$ cat src/rtl/word_load_pkg.sv
// Shared types and constants for the word load sequencer.
// The slot count is tied to the width of the downstream 3-to-8 decoder.
package word_load_pkg;

    localparam int SLOT_IDX_W = 3;
    localparam int NUM_SLOTS  = 8;

    typedef enum logic [1:0] {
        IDLE = 2'd0,
        LOAD = 2'd1,
        DONE = 2'd2
    } state_e;

endpackage

$ cat src/rtl/word_load_sequencer_if.sv
// Handshake and write-port bundle between upstream, word_load_sequencer and the decoder/bank.
// frame_err exists only when WORD_LOAD_LAST_CHECK_EN is defined.
interface word_load_sequencer_if #(
    parameter int DATA_W = 32
) ();

    logic              in_valid;
    logic [DATA_W-1:0] in_data;
    logic              in_last;
    logic              in_ready;
    logic              abort;
    logic              done_ack;
    logic [2:0]        sel;
    logic              wr_en;
    logic [DATA_W-1:0] wr_data;
    logic              frame_done;
    logic              busy;
`ifdef WORD_LOAD_LAST_CHECK_EN
    logic              frame_err;
`endif

    modport master (
        output in_valid, in_data, in_last, abort, done_ack,
        input  in_ready, sel, wr_en, wr_data, frame_done, busy
`ifdef WORD_LOAD_LAST_CHECK_EN
        , input frame_err
`endif
    );

    modport slave (
        input  in_valid, in_data, in_last, abort, done_ack,
        output in_ready, sel, wr_en, wr_data, frame_done, busy
`ifdef WORD_LOAD_LAST_CHECK_EN
        , output frame_err
`endif
    );

endinterface

$ cat src/rtl/slot_index_counter.sv
// Slot index counter: clear has priority over increment; wrap flags the 7->0 step.
module slot_index_counter
    import word_load_pkg::*;
(
    input  logic                  clock,
    input  logic                  reset_n,
    input  logic                  inc,
    input  logic                  clr,
    output logic [SLOT_IDX_W-1:0] idx,
    output logic                  wrap
);

    logic [SLOT_IDX_W-1:0] idx_d, idx_q;

    always_comb begin
        idx_d = idx_q;
        if (clr) begin
            idx_d = '0;
        end else if (inc) begin
            idx_d = idx_q + SLOT_IDX_W'(1);
        end
    end

    always_ff @(posedge clock or negedge reset_n) begin
        if (!reset_n) begin
            idx_q <= '0;
        end else begin
            idx_q <= idx_d;
        end
    end

    assign idx  = idx_q;
    assign wrap = inc && !clr && (idx_q == SLOT_IDX_W'(NUM_SLOTS - 1));

endmodule

$ cat src/rtl/word_load_sequencer.sv
// Assigns slot indices 0..7 to incoming words and presents registered writes to the decoder.
// Optional in_last consistency check enabled by WORD_LOAD_LAST_CHECK_EN.
module word_load_sequencer
    import word_load_pkg::*;
#(
    parameter int DATA_W    = 32,
    parameter int NUM_SLOTS = 8
) (
    input  logic                  clock,
    input  logic                  reset_n,
    word_load_sequencer_if.slave  bus
);

    if (NUM_SLOTS != word_load_pkg::NUM_SLOTS) begin : g_bad_num_slots
        $error("word_load_sequencer: NUM_SLOTS must be 8 to match the 3-bit decoder");
    end

    state_e                state_d, state_q;
    logic [SLOT_IDX_W-1:0] sel_d, sel_q;
    logic                  wr_en_d, wr_en_q;
    logic [DATA_W-1:0]     wr_data_d, wr_data_q;
    logic                  frame_done_d, frame_done_q;
    logic                  busy_d, busy_q;

    logic                  in_ready;
    logic                  accept;
    logic [SLOT_IDX_W-1:0] idx;
    logic                  wrap;

    // abort blocks acceptance in the same cycle so no word is half-taken
    assign in_ready = (state_q != DONE) && !bus.abort;
    assign accept   = bus.in_valid && in_ready;

    slot_index_counter u_idx (
        .clock   (clock),
        .reset_n (reset_n),
        .inc     (accept),
        .clr     (bus.abort),
        .idx     (idx),
        .wrap    (wrap)
    );

    always_comb begin
        state_d   = state_q;
        sel_d     = sel_q;
        wr_data_d = wr_data_q;
        wr_en_d   = 1'b0;

        if (accept) begin
            sel_d     = idx;
            wr_data_d = bus.in_data;
            wr_en_d   = 1'b1;
        end

        unique case (state_q)
            IDLE:    if (accept) state_d = LOAD;
            LOAD:    if (wrap) state_d = DONE;
            DONE:    if (bus.done_ack) state_d = IDLE;
            default: state_d = IDLE;
        endcase

        if (bus.abort) begin
            state_d = IDLE;
        end

        frame_done_d = (state_d == DONE);
        busy_d       = (state_d != IDLE);
    end

    always_ff @(posedge clock or negedge reset_n) begin
        if (!reset_n) begin
            state_q      <= IDLE;
            sel_q        <= '0;
            wr_en_q      <= 1'b0;
            wr_data_q    <= '0;
            frame_done_q <= 1'b0;
            busy_q       <= 1'b0;
        end else begin
            state_q      <= state_d;
            sel_q        <= sel_d;
            wr_en_q      <= wr_en_d;
            wr_data_q    <= wr_data_d;
            frame_done_q <= frame_done_d;
            busy_q       <= busy_d;
        end
    end

`ifdef WORD_LOAD_LAST_CHECK_EN
    logic frame_err_d, frame_err_q;
    logic last_mismatch;

    assign last_mismatch = bus.in_last != (idx == SLOT_IDX_W'(NUM_SLOTS - 1));

    // first word of a frame restarts the error history
    always_comb begin
        frame_err_d = frame_err_q;
        if (bus.abort) begin
            frame_err_d = 1'b0;
        end else if (accept) begin
            frame_err_d = (state_q == IDLE) ? last_mismatch : (frame_err_q | last_mismatch);
        end
    end

    always_ff @(posedge clock or negedge reset_n) begin
        if (!reset_n) begin
            frame_err_q <= 1'b0;
        end else begin
            frame_err_q <= frame_err_d;
        end
    end

    assign bus.frame_err = frame_err_q;
`else
    logic unused_in_last;
    assign unused_in_last = bus.in_last;
`endif

    assign bus.in_ready   = in_ready;
    assign bus.sel        = sel_q;
    assign bus.wr_en      = wr_en_q;
    assign bus.wr_data    = wr_data_q;
    assign bus.frame_done = frame_done_q;
    assign bus.busy       = busy_q;

endmodule
$ cat src/flat_wrapper.sv
// flat-port wrapper written by rule: the top's interface ports become plain ports
module word_load_sequencer_flat import word_load_pkg::*;
#(
    parameter int DATA_W    = 32,
    parameter int NUM_SLOTS = 8
)
  (clock, reset_n, bus_in_valid, bus_in_data, bus_in_last, bus_abort, bus_done_ack, bus_in_ready, bus_sel, bus_wr_en, bus_wr_data, bus_frame_done, bus_busy);
  word_load_sequencer_if #(.DATA_W(DATA_W)) bus_i ();
  input  logic clock;
  input  logic reset_n;
  input wire logic [$bits(bus_i.in_valid)-1:0] bus_in_valid;
  input wire logic [$bits(bus_i.in_data)-1:0] bus_in_data;
  input wire logic [$bits(bus_i.in_last)-1:0] bus_in_last;
  input wire logic [$bits(bus_i.abort)-1:0] bus_abort;
  input wire logic [$bits(bus_i.done_ack)-1:0] bus_done_ack;
  output wire logic [$bits(bus_i.in_ready)-1:0] bus_in_ready;
  output wire logic [$bits(bus_i.sel)-1:0] bus_sel;
  output wire logic [$bits(bus_i.wr_en)-1:0] bus_wr_en;
  output wire logic [$bits(bus_i.wr_data)-1:0] bus_wr_data;
  output wire logic [$bits(bus_i.frame_done)-1:0] bus_frame_done;
  output wire logic [$bits(bus_i.busy)-1:0] bus_busy;
  assign bus_i.in_valid = bus_in_valid;
  assign bus_i.in_data = bus_in_data;
  assign bus_i.in_last = bus_in_last;
  assign bus_i.abort = bus_abort;
  assign bus_i.done_ack = bus_done_ack;
  assign bus_in_ready = bus_i.in_ready;
  assign bus_sel = bus_i.sel;
  assign bus_wr_en = bus_i.wr_en;
  assign bus_wr_data = bus_i.wr_data;
  assign bus_frame_done = bus_i.frame_done;
  assign bus_busy = bus_i.busy;
  word_load_sequencer #(.DATA_W(DATA_W), .NUM_SLOTS(NUM_SLOTS)) u_core (.clock(clock), .reset_n(reset_n), .bus(bus_i));
endmodule
$ cat config.mk
export PLATFORM = sky130hd
export DESIGN_NAME = word_load_sequencer_flat
export DESIGN_NICKNAME = d
export VERILOG_FILES = /design/src/rtl/word_load_pkg.sv /design/src/rtl/word_load_sequencer_if.sv /design/src/rtl/slot_index_counter.sv /design/src/rtl/word_load_sequencer.sv /design/src/flat_wrapper.sv
export SDC_FILE = /design/constraint.sdc
export NUM_CORES = 1
export LEC_CHECK = 0
export BUFFER_PORTS_ARGS = -buffer_cell sky130_fd_sc_hd__buf_2
export CAP_MARGIN = 30
export CORE_ASPECT_RATIO = 0.7
export CORE_MARGIN = 2
export CORE_UTILIZATION = 47
export CTS_CLUSTER_SIZE = 25
export DETAILED_ROUTE_END_ITERATION = 7
export GPL_TIMING_DRIVEN = 0
export PLACE_DENSITY = 0.86
export SYNTH_ARGS = -nofsm -noshare
export SYNTH_HDL_FRONTEND = slang
export SYNTH_HIERARCHICAL = 1
export SYNTH_SLANG_ARGS = --single-unit
export TNS_END_PERCENT = 1
$ cat constraint.sdc
create_clock -name clock -period 1.7 [get_ports clock]
set_input_delay 0.255 -clock clock [delete_from_list [all_inputs] [get_ports clock]]
set_output_delay 0.255 -clock clock [all_outputs]
set_load 0.03 [all_outputs]
After elaboration in Yosys (flattened, before gate mapping)
Index checks and enable logic that the tools add are counted.

Output and inout bits: 39. Word-level logic and storage cells: 29. Input bits: 38. Flip-flop bits (word level): 43.

Add/sub/neg operators: 1. Reduce and logical (&&, ||, !) cells: 8. Eq/ne operators: 5. Mux-type cells: 8.

Operator list (number): 2-bit 2-to-1 mux (4); 3-bit 2-to-1 mux (2); 2-bit one-hot mux with 3 select lines (1); 2-bit == test, second input constant (2); 1-bit logical AND (4); 2-bit nonzero test (2); 3-bit by 1-bit adder with 3-bit output, second input constant (1); 3-bit == test, second input constant (1); 2-bit by 1-bit == test with 1-bit output, second input constant (1); 2-bit logical NOT (1); 2-bit inequality test, second input constant (1); 1-bit logical NOT (1); 1-bit 2-to-1 mux (1).

Depth between registers and ports, before layout
Gate-level depths: netlist (run 1).

Word-level depth: 9. Depth in mapped cells: 8.

Modules after synthesis
The synthesis (run 1) kept the hierarchy.

Modules (own cells, without submodules): word_load_sequencer (cells an instance 89, area each 1645.3 um^2, instances 1, sequential area each 1001.0 um^2); slot_index_counter (cells an instance 13, area each 147.6 um^2, instances 1, sequential area each 75.1 um^2).

Least setup slack after synthesis (run 1)
OpenSTA, ideal clock, no wires.

Path type: register to register. From: register u_core.state_q[1]. To: register u_core.frame_done_q (netlist: u_core/bus.frame_done). Cell stages (with the launch flop): 9. Arrival time: 1.395 ns. Clock period less this slack: 1.472 ns. Data required time: 1.623 ns. Setup slack: 0.228 ns. Buffers on the path: 2. Cell sequence: dfrtp_1 -> nor2b_2 -> nor3b_2 -> buf_6 -> buf_12 -> nand2_1 -> nor2_1 -> nand3b_1 -> a21oi_1.

Cells in the longest elaborated chain, start to end: 9.

Ends and longest elaborated chain: from (decl) (line word_load_sequencer.sv:18) `state_e state_d, state_q;`; from (signal assigned) (line word_load_sequencer.sv:79) `state_q <= state_d;`; 2-bit inequality test (line word_load_sequencer.sv:31) `assign in_ready = (state_q != DONE) && !bus.abort;`; 1-bit logical AND (line word_load_sequencer.sv:31); 1-bit logical AND (line word_load_sequencer.sv:32) `assign accept = bus.in_valid && in_ready;`; named net u_core.accept (line word_load_sequencer.sv:26) `logic accept;`; 1-bit logical AND (2 in series) (line slot_index_counter.sv:33) `assign wrap = inc && !clr && (idx_q == SLOT_IDX_W'(NUM_SLOTS - 1));`; named net u_core.wrap (line word_load_sequencer.sv:28) `logic wrap;`; 2-bit 2-to-1 mux (line word_load_sequencer.sv:57) `LOAD: if (wrap) state_d = DONE;`; 2-bit one-hot mux with 3 select lines (line word_load_sequencer.sv:55) `unique case (state_q)`; 2-bit 2-to-1 mux (line word_load_sequencer.sv:62) `if (bus.abort) begin`; 2-bit == test (line word_load_sequencer.sv:66) `frame_done_d = (state_d == DONE);`; named net u_core.frame_done_d (line word_load_sequencer.sv:22) `logic frame_done_d, frame_done_q;`; to (signal assigned) (line word_load_sequencer.sv:83) `frame_done_q <= frame_done_d;`; to (decl) (line word_load_sequencer.sv:22).

The timed path passes the listed nets, and every way through them passes these cells. A chain may end at the register's enable or synchronous reset.

Worst setup path in the final report (run 1)
From: register u_core.state_q[1]. To: register u_core.wr_data_q[8] (netlist: u_core/bus.wr_data[8]).

Cells in the longest elaborated chain, start to end: 3.

Ends and longest elaborated chain: 2-bit inequality test (line word_load_sequencer.sv:31); 1-bit logical AND (line word_load_sequencer.sv:31); 1-bit logical AND (line word_load_sequencer.sv:32); to (signal assigned) (line word_load_sequencer.sv:82) `wr_data_q <= wr_data_d;`; to (decl) (line word_load_sequencer.sv:21) `logic [DATA_W-1:0] wr_data_d, wr_data_q;`.

Every way passes these cells.

==> results of run 1 <==
-- layout make-up --
cell class              count  area, um2
repair buffers             78      397.9
fillers                   278       1221
clock buffers               8      100.1
well taps                  50      62.56
flip-flops and latches     43       1076
multi-input cells          55      651.9
plain buffers               4      71.32
-- worst register-to-register path: stages, from the launching register on --
cell,delay (ps)
dfrtp_1,390
nor2b_2,170
nor3b_2,190
buf_6,140
buf_4,140
buf_12,150
mux2_4,310
-- logic make-up (layout without fill, tap and decap cells) --
group | after synthesis | count (layout) | share of synthesized area [%]
flops | 43 | 43 | 60.01
buf+inv | 4 | 90 | 3.978
xor+xnor | 1 | 1 | 0.4886
mux | 37 | 37 | 29.17
fa+ha+maj | 2 | 2 | 1.395
compound gates | 5 | 5 | 1.675
simple gates | 10 | 10 | 3.280
-- registers in the layout, indices dropped and copies added (netlist names) --
register               count
u_core/bus.busy            1
u_core/bus.frame_done      1
u_core/bus.sel             3
u_core/bus.wr_data        32
u_core/bus.wr_en           1
u_core/state_q             2
u_core/u_idx/idx           3
-- cells in the mapped netlist --
| cell | number |
|---|---|
| dfrtp_1 | 43 |
| mux2_4 | 29 |
| mux2_2 | 6 |
| nor2_1 | 5 |
| a21oi_1 | 3 |
| buf_12 | 3 |
| ha_1 | 2 |
| mux2i_1 | 2 |
| a211oi_1 | 1 |
| buf_6 | 1 |
| nand2_1 | 1 |
| nand3b_1 | 1 |
| nor2b_2 | 1 |
| nor3b_2 | 1 |
| o21bai_1 | 1 |
| or2b_1 | 1 |
| xnor2_1 | 1 |
-- power by group --
part           switching, mW  internal (mW)  leakage (nW)
logic                  0.399          0.292         0.646
registers             0.0678           1.15         0.524
clock network          0.310          0.371        0.0515
-- routing by layer --
metal | up-vias | part of all wire, % | global-route usage (%)
met5 | - | 0 | 0
met4 | 0 | 0.59 | 3.827
met3 | 4 | 6.4 | 5.844
met2 | 34 | 53 | 30.91
met1 | 567 | 40 | 21.41
li1 | 522 | - | -
-- metrics by stage --
| step | util (%) | cell area (um2) | power [mW] | hold slack (ps) | worst slack, ps |
|---|---|---|---|---|---|
| CTS | 65.72 | 2354 | 2.619 | 146.3 | 70.77 |
| global placement | 62.30 | 2231 | 1.899 | 412.7 | 100.9 |
| global route | 65.90 | 2360 | 2.724 | 176.4 | 4.060 |
| detailed placement | 62.30 | 2231 | 1.926 | 450.3 | 2.266 |
| floorplan | - | 1793 | 1.696 | -40.59 | 227.7 |
| finish | 65.90 | 2360 | 2.586 | 114.0 | 97.90 |
-- path summary, 6_finish.rpt --
kind,from,end,slack (ps),cells after the start
max,u_core/state_q[1],u_core/bus.wr_data[8],100,6
min,reset_n,u_core/bus.wr_data[31],110,1
max reg2reg,u_core/state_q[1],u_core/bus.wr_data[8],100,6
min reg2reg,u_core/bus.wr_data[23],u_core/bus.wr_data[23],510,1
max in group asynchronous,reset_n,u_core/bus.wr_data[14],1010,1
min in group clock,bus_in_data[20],u_core/bus.wr_data[20],200,2
-- timing repair --
action,4_1_cts,5_1_grt
gates cloned,0,0
setup buffers,3,0
pin swaps,0,1
resized for setup,0,2
setup endpoints to repair,1,2
endpoints found under the hold margin,0,0
==> run_results.csv, run 1 <==
group,metric,value,unit
run_status,status,"finished clean",
die,core-area,0.003581,mm2
clock_network,cts_tree,"yes",
job,drv_cap,0,
detailed_routing,viasPerCell,4.735,
worst_setup_path,endpoint_kind,"register",
detailed_routing,first_iter_violations,37,
synthesis,yosysTopAreaCellShare,60.01,%
placed_design,dp_hpwl,2.690,mm
synthesis,ys_types,17,
global_routing,grt_pass1_vias,1199,
synthesis,seq_area_frac_synth,60.01,%
worst_setup_path,max_stage_delay,390,ps
sta,grt_setup_unrepaired,"false",
worst_setup_path,required,1870,ps
detailed_routing,vias,1127,
power_and_ir_drop,ir_drop,0.6289,mV
global_routing,grt_max_degree,44,
layout,nNetsFinal,227,
sta,final.min_clock_period,1602,ps
detailed_routing,post-route-drc-count,0,
global_routing,antenna_found_initial,0,
placed_design,dp_cells,227,
global_routing,grt_pass1_wl,5.892,mm
synthesis,yosys_warnings,6,
layout,area_growth,31.61,%
clock_network,cts_made_buffers,5,
detailed_routing,wl,3.571,mm
clock_network,clock_latency,280,ps
sta,fin_setup_tns,0,ps
die,top_level_ports,77,
synthesis,synthesis.area,0.001793,mm2
layout,final_cell_mix,"buf_2 (75), dfrtp_1 (43), mux2_4 (29)",
worst_setup_path,crit_buf_inv,3,
worst_setup_path,worst-setup-path-type,"reg2reg",
clock_network,cts_sinks,43,
worst_setup_path,crit_arrival,1770,ps
sta,final-hold-violation-count,0,
synthesis,yosys-top-cells-area,"dfrtp_1 (60%), mux2_4 (24%), mux2_2 (3.8%), buf_12 (3.3%), ha_1 (1.4%)",
power_and_ir_drop,p_leak,1.221,nW
die,fp.dieH,55.68,um
placed_design,portBuffers,75,
sta,worst_slew_pin_slew,935.5,ps
power_and_ir_drop,p_per_area,1096,mW/mm2
synthesis,avgSynthCellArea,17.58,um2
layout,drive_gt1_share,68.09,%
sta,drv_slew,0,
worst_setup_path,path_cells,"nor2b_2 -> nor3b_2 -> buf_6 -> buf_4 -> buf_12 -> mux2_4",
synthesis,synth_seq_cells,43,
clock_network,clockRootBuffer,"clkbuf_8",
detailed_routing,antenna_left,0,
worst_setup_path,cpLargestDelayFamily,"buffers and inverters",
detailed_routing,wire_per_inst,15.00,um
sta,fin_crit_sh,94.24,%
layout,layout_commonest_cell,"buf_2",
worst_setup_path,crit_slowest_cell,"dfrtp_1",
sta,max_freq,624.2,MHz
clock_network,htreeDepth,2,
die,dieWidth,77.82,um
synthesis,postSynthCellCount,102,
global_routing,grt-ovfl-total,0,
detailed_routing,drtPass1Iterations,2,
die,rows,18,
sta,skew,1.678,ps
sta,relSlewSlack,37.63,%
synthesis,yosysTopAreaCell,"dfrtp_1",
layout,stdcell_count,238,
placed_design,gp_congestion,0.7326,
layout,antenna_cells,0,
clock_network,ctsHoldBuffers,0,
worst_setup_path,start_kind,"register",
die,die_area,0.004333,mm2
global_routing,track_usage,17.71,%
clock_network,clk_pin_slew,70,ps
hold_path,min_path_type,"in2async",
clock_network,clockBufferDepth,2,
sta,finalSetupViolCount,0,
die,start_util,50.07,%
worst_setup_path,critical_path_peak_fanout,10,
synthesis,syn-num-nets,142,
(Power assumes the default switching activity.)
==> run 2: changes to the inputs <==
--- a/config.mk
+++ b/config.mk
@@ -7,11 +7,12 @@
 export LEC_CHECK = 0
 export BUFFER_PORTS_ARGS = -buffer_cell sky130_fd_sc_hd__buf_2
 export CAP_MARGIN = 30
-export CORE_ASPECT_RATIO = 0.7
+export CORE_ASPECT_RATIO = 1.5
 export CORE_MARGIN = 2
 export CORE_UTILIZATION = 47
 export CTS_CLUSTER_SIZE = 25
 export DETAILED_ROUTE_END_ITERATION = 7
+export GPL_ROUTABILITY_DRIVEN = 0
 export GPL_TIMING_DRIVEN = 0
 export PLACE_DENSITY = 0.86
 export SYNTH_ARGS = -nofsm -noshare
==> run 2 against run 1 <==
Sequential power is essentially flat. Die area hardly changed. Final cell count fell by 2.9%. Clock power rose by 35%. Clock-buffer cell count decreased by 2. Design area is 1.4% higher. Utilization shrank 0.33 points. Register-to-register slack got worse by 20 ps. Setup slack got worse by 19 ps. Via count rose by 3.0%. Non-clock buffer count unchanged. Combinational power grew 1%. Highest routed layer unchanged.
==> run_results.csv, run 2 (synthesis results as in run 1) <==
group,metric,value,unit
clock_network,cts_sinks,43,
worst_setup_path,start_kind,"register",
sta,final-hold-violation-count,0,
detailed_routing,wl,3.721,mm
layout,area_growth,33.43,%
sta,drv_slew,0,
worst_setup_path,max_stage_delay,400,ps
sta,max_freq,616.8,MHz
power_and_ir_drop,pwr-share-comb,24.7,%
worst_setup_path,crit_slowest_cell,"dfrtp_1",
sta,timing.hold.ws,93.95,ps
job,drv_cap,0,
detailed_routing,vias,1161,
clock_network,htreeDepth,2,
detailed_routing,wire_per_inst,16.11,um
sta,skew,4.295,ps
run_status,status,"finished clean",
clock_network,clk_pin_slew,80,ps
power_and_ir_drop,p_per_area,1184,mW/mm2
detailed_routing,first_iter_violations,20,
hold_path,min_path_type,"in2async",
worst_setup_path,worst-setup-path-type,"reg2reg",
die,top_level_ports,77,
clock_network,cts_made_buffers,5,
global_routing,grt_max_degree,44,
worst_setup_path,critical_path_peak_fanout,14,
worst_setup_path,crit_arrival,1840,ps
power_and_ir_drop,sw_frac_of_total,28.38,%
global_routing,grt_pass1_vias,1246,
clock_network,ctsHoldBuffers,0,
detailed_routing,drtPass1Iterations,4,
global_routing,antenna_found_initial,0,
sta,final.min_clock_period,1621,ps
layout,largest_register_ff_count,32,
detailed_routing,antenna_left,0,
power_and_ir_drop,power_frac_clock,32.4,%
die,dieWidth,54.43,um
worst_setup_path,endpoint_kind,"register",
detailed_routing,viasPerCell,5.026,
power_and_ir_drop,p_total,2.832,mW
clock_network,clockBufferDepth,2,
power_and_ir_drop,ir_drop,0.8574,mV
layout,drive_gt1_share,67.55,%
power_and_ir_drop,p_leak,1.239,nW
sta,worst_slew_pin_slew,924.1,ps
worst_setup_path,path_cells,"nor2b_2 -> nor3b_2 -> buf_6 -> buf_12 -> nand2_1 -> nor2_2 -> nand3b_1 -> a21oi_1",
die,die_area,0.004335,mm2
global_routing,track_usage,18.97,%
power_and_ir_drop,seqPwrFrac,42.9,%
layout,final_cell_mix,"buf_2 (75), dfrtp_1 (43), mux2_4 (29)",
die,rows,27,
die,fp.dieH,79.65,um
layout,antenna_cells,0,
layout,layout_commonest_cell,"buf_2",
sta,finalSetupViolCount,0,
clock_network,cts_tree,"yes",
layout,nFillCells,282,
layout,nNetsFinal,227,
global_routing,grt-ovfl-total,0,
sta,fin_crit_sh,95.36,%
clock_network,clockRootBuffer,"clkbuf_8",
sta,relSlewSlack,38.39,%
clock_network,clock_latency,290,ps
die,start_util,49.14,%
worst_setup_path,required,1920,ps
global_routing,grt_pass1_wl,5.871,mm
die,core-area,0.003649,mm2
power_and_ir_drop,intPower,2.028,mW
power_and_ir_drop,switchingPower,0.8035,mW
placed_design,portBuffers,75,
detailed_routing,post-route-drc-count,0,
-- run 2: path summary, 6_finish.rpt --
kind,from,to,slack (ps),cells after the start
setup / recovery,u_core/state_q[1],u_core/bus.frame_done,80,8
hold / removal,reset_n,u_core/bus.wr_data[8],90,1
setup reg to reg,u_core/state_q[1],u_core/bus.frame_done,80,8
hold reg to reg,u_core/bus.wr_data[21],u_core/bus.wr_data[21],510,1
max in group asynchronous,reset_n,u_core/bus.wr_data[15],1030,1
min in group clock,bus_in_data[31],u_core/bus.wr_data[31],190,2
-- run 2: what timing repair did --
action                     in CTS  in global routing
setup endpoints to repair       2                  2
gates resized for setup         0                  1
hold endpoints to repair        0                  0
buffers inserted                3                  0
-- run 2: final cells by class --
type	count	area (um2)	share of cell area, %
flip-flops and latches	43	1076	44.98
plain buffers	4	71.32	2.981
repair buffers	78	410.4	17.15
clock buffers	6	72.57	3.033
multi-input cells	55	648.1	27.09
clock inverters	2	60.06	2.510
well taps	43	53.80	2.249
-- run 2: through the flow --
stage	setup WS, ps	TNS (ps)	utilization [%]	instances	area, um2
floorplan	227.7	0	-	102	1793
global placement	95.37	0	60.91	220	2222
detailed placement	0.3093	0	60.91	220	2222
CTS	71.18	0	65.50	231	2390
global route	-12.97	-16.55	65.57	231	2392
finish	78.81	0	65.57	231	2392
-- run 2: critical path: cells and delay by family (launching register included) --
family | cells | cell delay [ps]
AND/OR/NAND/NOR | 5 | 690
flip-flops | 1 | 400
buffers and inverters | 2 | 290
AO/OA/AOI/OAI | 1 | 170
-- run 2: per-layer routing --
| metal | routed length (um) | share of wire (%) | track usage [%] |
|---|---|---|---|
| met5 | 0 | 0 | 0 |
| met4 | 82 | 2.2 | 10.50 |
| met3 | 204 | 5.5 | 3.371 |
| met2 | 2148 | 58 | 33.25 |
| met1 | 1285 | 35 | 20.35 |
-- run 2: power by group through the flow --
| stage | clock, mW | sequential (mW) | combinational (mW) |
|---|---|---|---|
| 2_1_floorplan | 0 | 1.47 | 0.221 |
| 3_3_place_gp | 0 | 1.22 | 0.674 |
| 3_5_place_dp | 0 | 1.23 | 0.692 |
| 4_1_cts | 0.940 | 1.22 | 0.706 |
| 5_1_grt | 0.990 | 1.23 | 0.738 |
| 6_report | 0.917 | 1.22 | 0.699 |
==> run 3: changes to the inputs <==
--- a/config.mk
+++ b/config.mk
@@ -7,16 +7,18 @@
 export LEC_CHECK = 0
 export BUFFER_PORTS_ARGS = -buffer_cell sky130_fd_sc_hd__buf_2
 export CAP_MARGIN = 30
+export CELL_PAD_IN_SITES_DETAIL_PLACEMENT = 1
+export CELL_PAD_IN_SITES_GLOBAL_PLACEMENT = 2
 export CORE_ASPECT_RATIO = 1.5
 export CORE_MARGIN = 2
-export CORE_UTILIZATION = 47
+export CORE_UTILIZATION = 31
 export CTS_CLUSTER_SIZE = 25
 export DETAILED_ROUTE_END_ITERATION = 7
 export GPL_ROUTABILITY_DRIVEN = 0
 export GPL_TIMING_DRIVEN = 0
-export PLACE_DENSITY = 0.86
+export PLACE_DENSITY = 0.85
+export SLEW_MARGIN = 20
 export SYNTH_ARGS = -nofsm -noshare
 export SYNTH_HDL_FRONTEND = slang
 export SYNTH_HIERARCHICAL = 1
 export SYNTH_SLANG_ARGS = --single-unit
-export TNS_END_PERCENT = 1
==> run 3 against run 2 <==
Power is 0.19% lower. Non-clock buffer count is 4 higher. Utilization is 21 points lower. Die area is 48% higher. Largest power group unchanged.
==> run_results.csv, run 3 (synthesis results as in run 1) <==
group,metric,value,unit
worst_setup_path,critical_path_peak_fanout,10,
worst_setup_path,cpLargestDelayFamily,"buffers and inverters",
worst_setup_path,worst-setup-path-type,"reg2reg",
job,drv_cap,0,
clock_network,clock_latency,290,ps
sta,fin_setup_tns,0,ps
detailed_routing,vias,1148,
die,die_area,0.006421,mm2
power_and_ir_drop,ir_drop,0.3838,mV
layout,antenna_cells,0,
worst_setup_path,path_cells,"nor2b_2 -> nor3b_2 -> buf_6 -> buf_4 -> buf_12 -> mux2_4",
power_and_ir_drop,power_frac_clock,32.3,%
clock_network,cts_tree,"yes",
worst_setup_path,crit_buf_inv,3,
die,core-area,0.005533,mm2
power_and_ir_drop,pwr-share-comb,24.7,%
sta,fin_crit_sh,93.49,%
placed_design,pre_cts_slack,3.673,ps
sta,skew,4.509,ps
placed_design,dp_hpwl,2.825,mm
worst_setup_path,crit_arrival,1760,ps
sta,final.min_clock_period,1589,ps
worst_setup_path,required,1870,ps
sta,grt_setup_unrepaired,"false",
detailed_routing,post-route-drc-count,0,
clock_network,clockBufferDepth,2,
global_routing,antenna_found_initial,0,
global_routing,grt_max_degree,44,
power_and_ir_drop,seqPwrFrac,42.9,%
sta,worst_slew_pin_slew,255.6,ps
sta,max_freq,629.2,MHz
layout,final_cell_mix,"buf_2 (75), dfrtp_1 (43), mux2_4 (29)",
detailed_routing,drtPass1Iterations,4,
die,start_util,32.41,%
sta,final-hold-violation-count,0,
layout,drive_gt1_share,68.75,%
layout,largest_register_ff_count,32,
detailed_routing,wire_per_inst,14.20,um
global_routing,track_usage,12.19,%
layout,utilization,44.57,%
global_routing,grt-ovfl-total,0,
clock_network,cts_made_buffers,5,
detailed_routing,first_iter_violations,23,
power_and_ir_drop,p_leak,1.259,nW
sta,timing.hold.ws,195.2,ps
worst_setup_path,start_kind,"register",
worst_setup_path,crit_slowest_cell,"dfrtp_1",
die,dieWidth,66.10,um
sta,timing.final.ws_setup,110.6,ps
detailed_routing,viasPerCell,4.382,
die,top_level_ports,77,
power_and_ir_drop,sw_frac_of_total,28.04,%
hold_path,min_path_type,"in2reg",
worst_setup_path,endpoint_kind,"register",
layout,nNetsFinal,231,
global_routing,grt_pass1_vias,1215,
detailed_routing,antenna_left,0,
sta,relSlewSlack,82.96,%
layout,area_growth,37.54,%
power_and_ir_drop,intPower,2.034,mW
global_routing,grt_pass1_wl,5.961,mm
layout,stdcell_count,262,
sta,drv_slew,0,
placed_design,dp_cells,247,
run_status,status,"finished clean",
layout,nFillCells,612,
layout,layout_commonest_cell,"buf_2",
placed_design,portBuffers,75,
clock_network,clk_pin_slew,80,ps
power_and_ir_drop,p_per_area,1146,mW/mm2
die,fp.dieH,97.15,um
sta,finalSetupViolCount,0,
clock_network,cts_sinks,43,
worst_setup_path,max_stage_delay,390,ps
detailed_routing,wl,3.721,mm
power_and_ir_drop,switchingPower,0.7927,mW
clock_network,clockRootBuffer,"clkbuf_8",
clock_network,htreeDepth,2,
die,rows,33,
[run 3: power by group through the flow]
stage | Combinational, mW | Sequential, mW | Clock [mW]
global route | 0.740 | 1.23 | 0.987
global placement | 0.683 | 1.22 | 0
detailed placement | 0.693 | 1.23 | 0
floorplan | 0.221 | 1.47 | 0
finish | 0.699 | 1.21 | 0.914
CTS | 0.698 | 1.22 | 0.946
[run 3: repair_timing]
action | CTS | global route
pin swaps | 0 | 2
resized for setup | 0 | 3
endpoints found under the hold margin | 0 | 9
endpoints found under the setup margin | 1 | 2
buffers inserted | 2 | 3
hold buffers | 0 | 1
[run 3: final cells by class]
cell class                 instances  area (um2)  share of cell area [%]
timing repair buffer              82       442.9                   17.96
sequential                        43        1076                   43.63
tap                               70       87.58                   3.551
multi-input combinational         55       655.6                   26.59
clock buffer                       6       72.57                   2.943
clock inverter                     2       60.06                   2.435
buffer                             4       71.32                   2.892
[run 3: worst paths after layout]
check / start / end / slack [ps] / cells past startpoint
worst min-delay path: bus_in_data[20] / u_core/bus.wr_data[20] / 200 / 2
worst max register to register: u_core/state_q[1] / u_core/bus.wr_data[8] / 110 / 6
min in group asynchronous: reset_n / u_core/bus.frame_done / 370 / 2
worst min register to register: u_core/bus.wr_data[4] / u_core/bus.wr_data[4] / 510 / 1
worst max-delay path: u_core/state_q[1] / u_core/bus.wr_data[8] / 110 / 6
max in group asynchronous: reset_n / u_core/state_q[1] / 880 / 3
[run 3: per-layer routing]
layer  routed length (um)  global-route usage (%)  vias up
met3                  219                   1.738        5
met4                   76                   6.593        0
li1                     -                       -      530
met5                    0                       0        -
met1                 1352                   13.09      568
met2                 2074                   22.00       45
[run 3: per-stage QoR]
stage	power, mW	instance area, um2
global placement	1.907	2256
finish	2.826	2466
floorplan	1.696	1793
detailed placement	1.928	2256
global route	2.959	2466
CTS	2.861	2404
[run 3: worst register-to-register path: stages (launching register included)]
cell,delay [ps]
dfrtp_1,390
nor2b_2,170
nor3b_2,190
buf_6,130
buf_4,140
buf_12,150
mux2_4,310
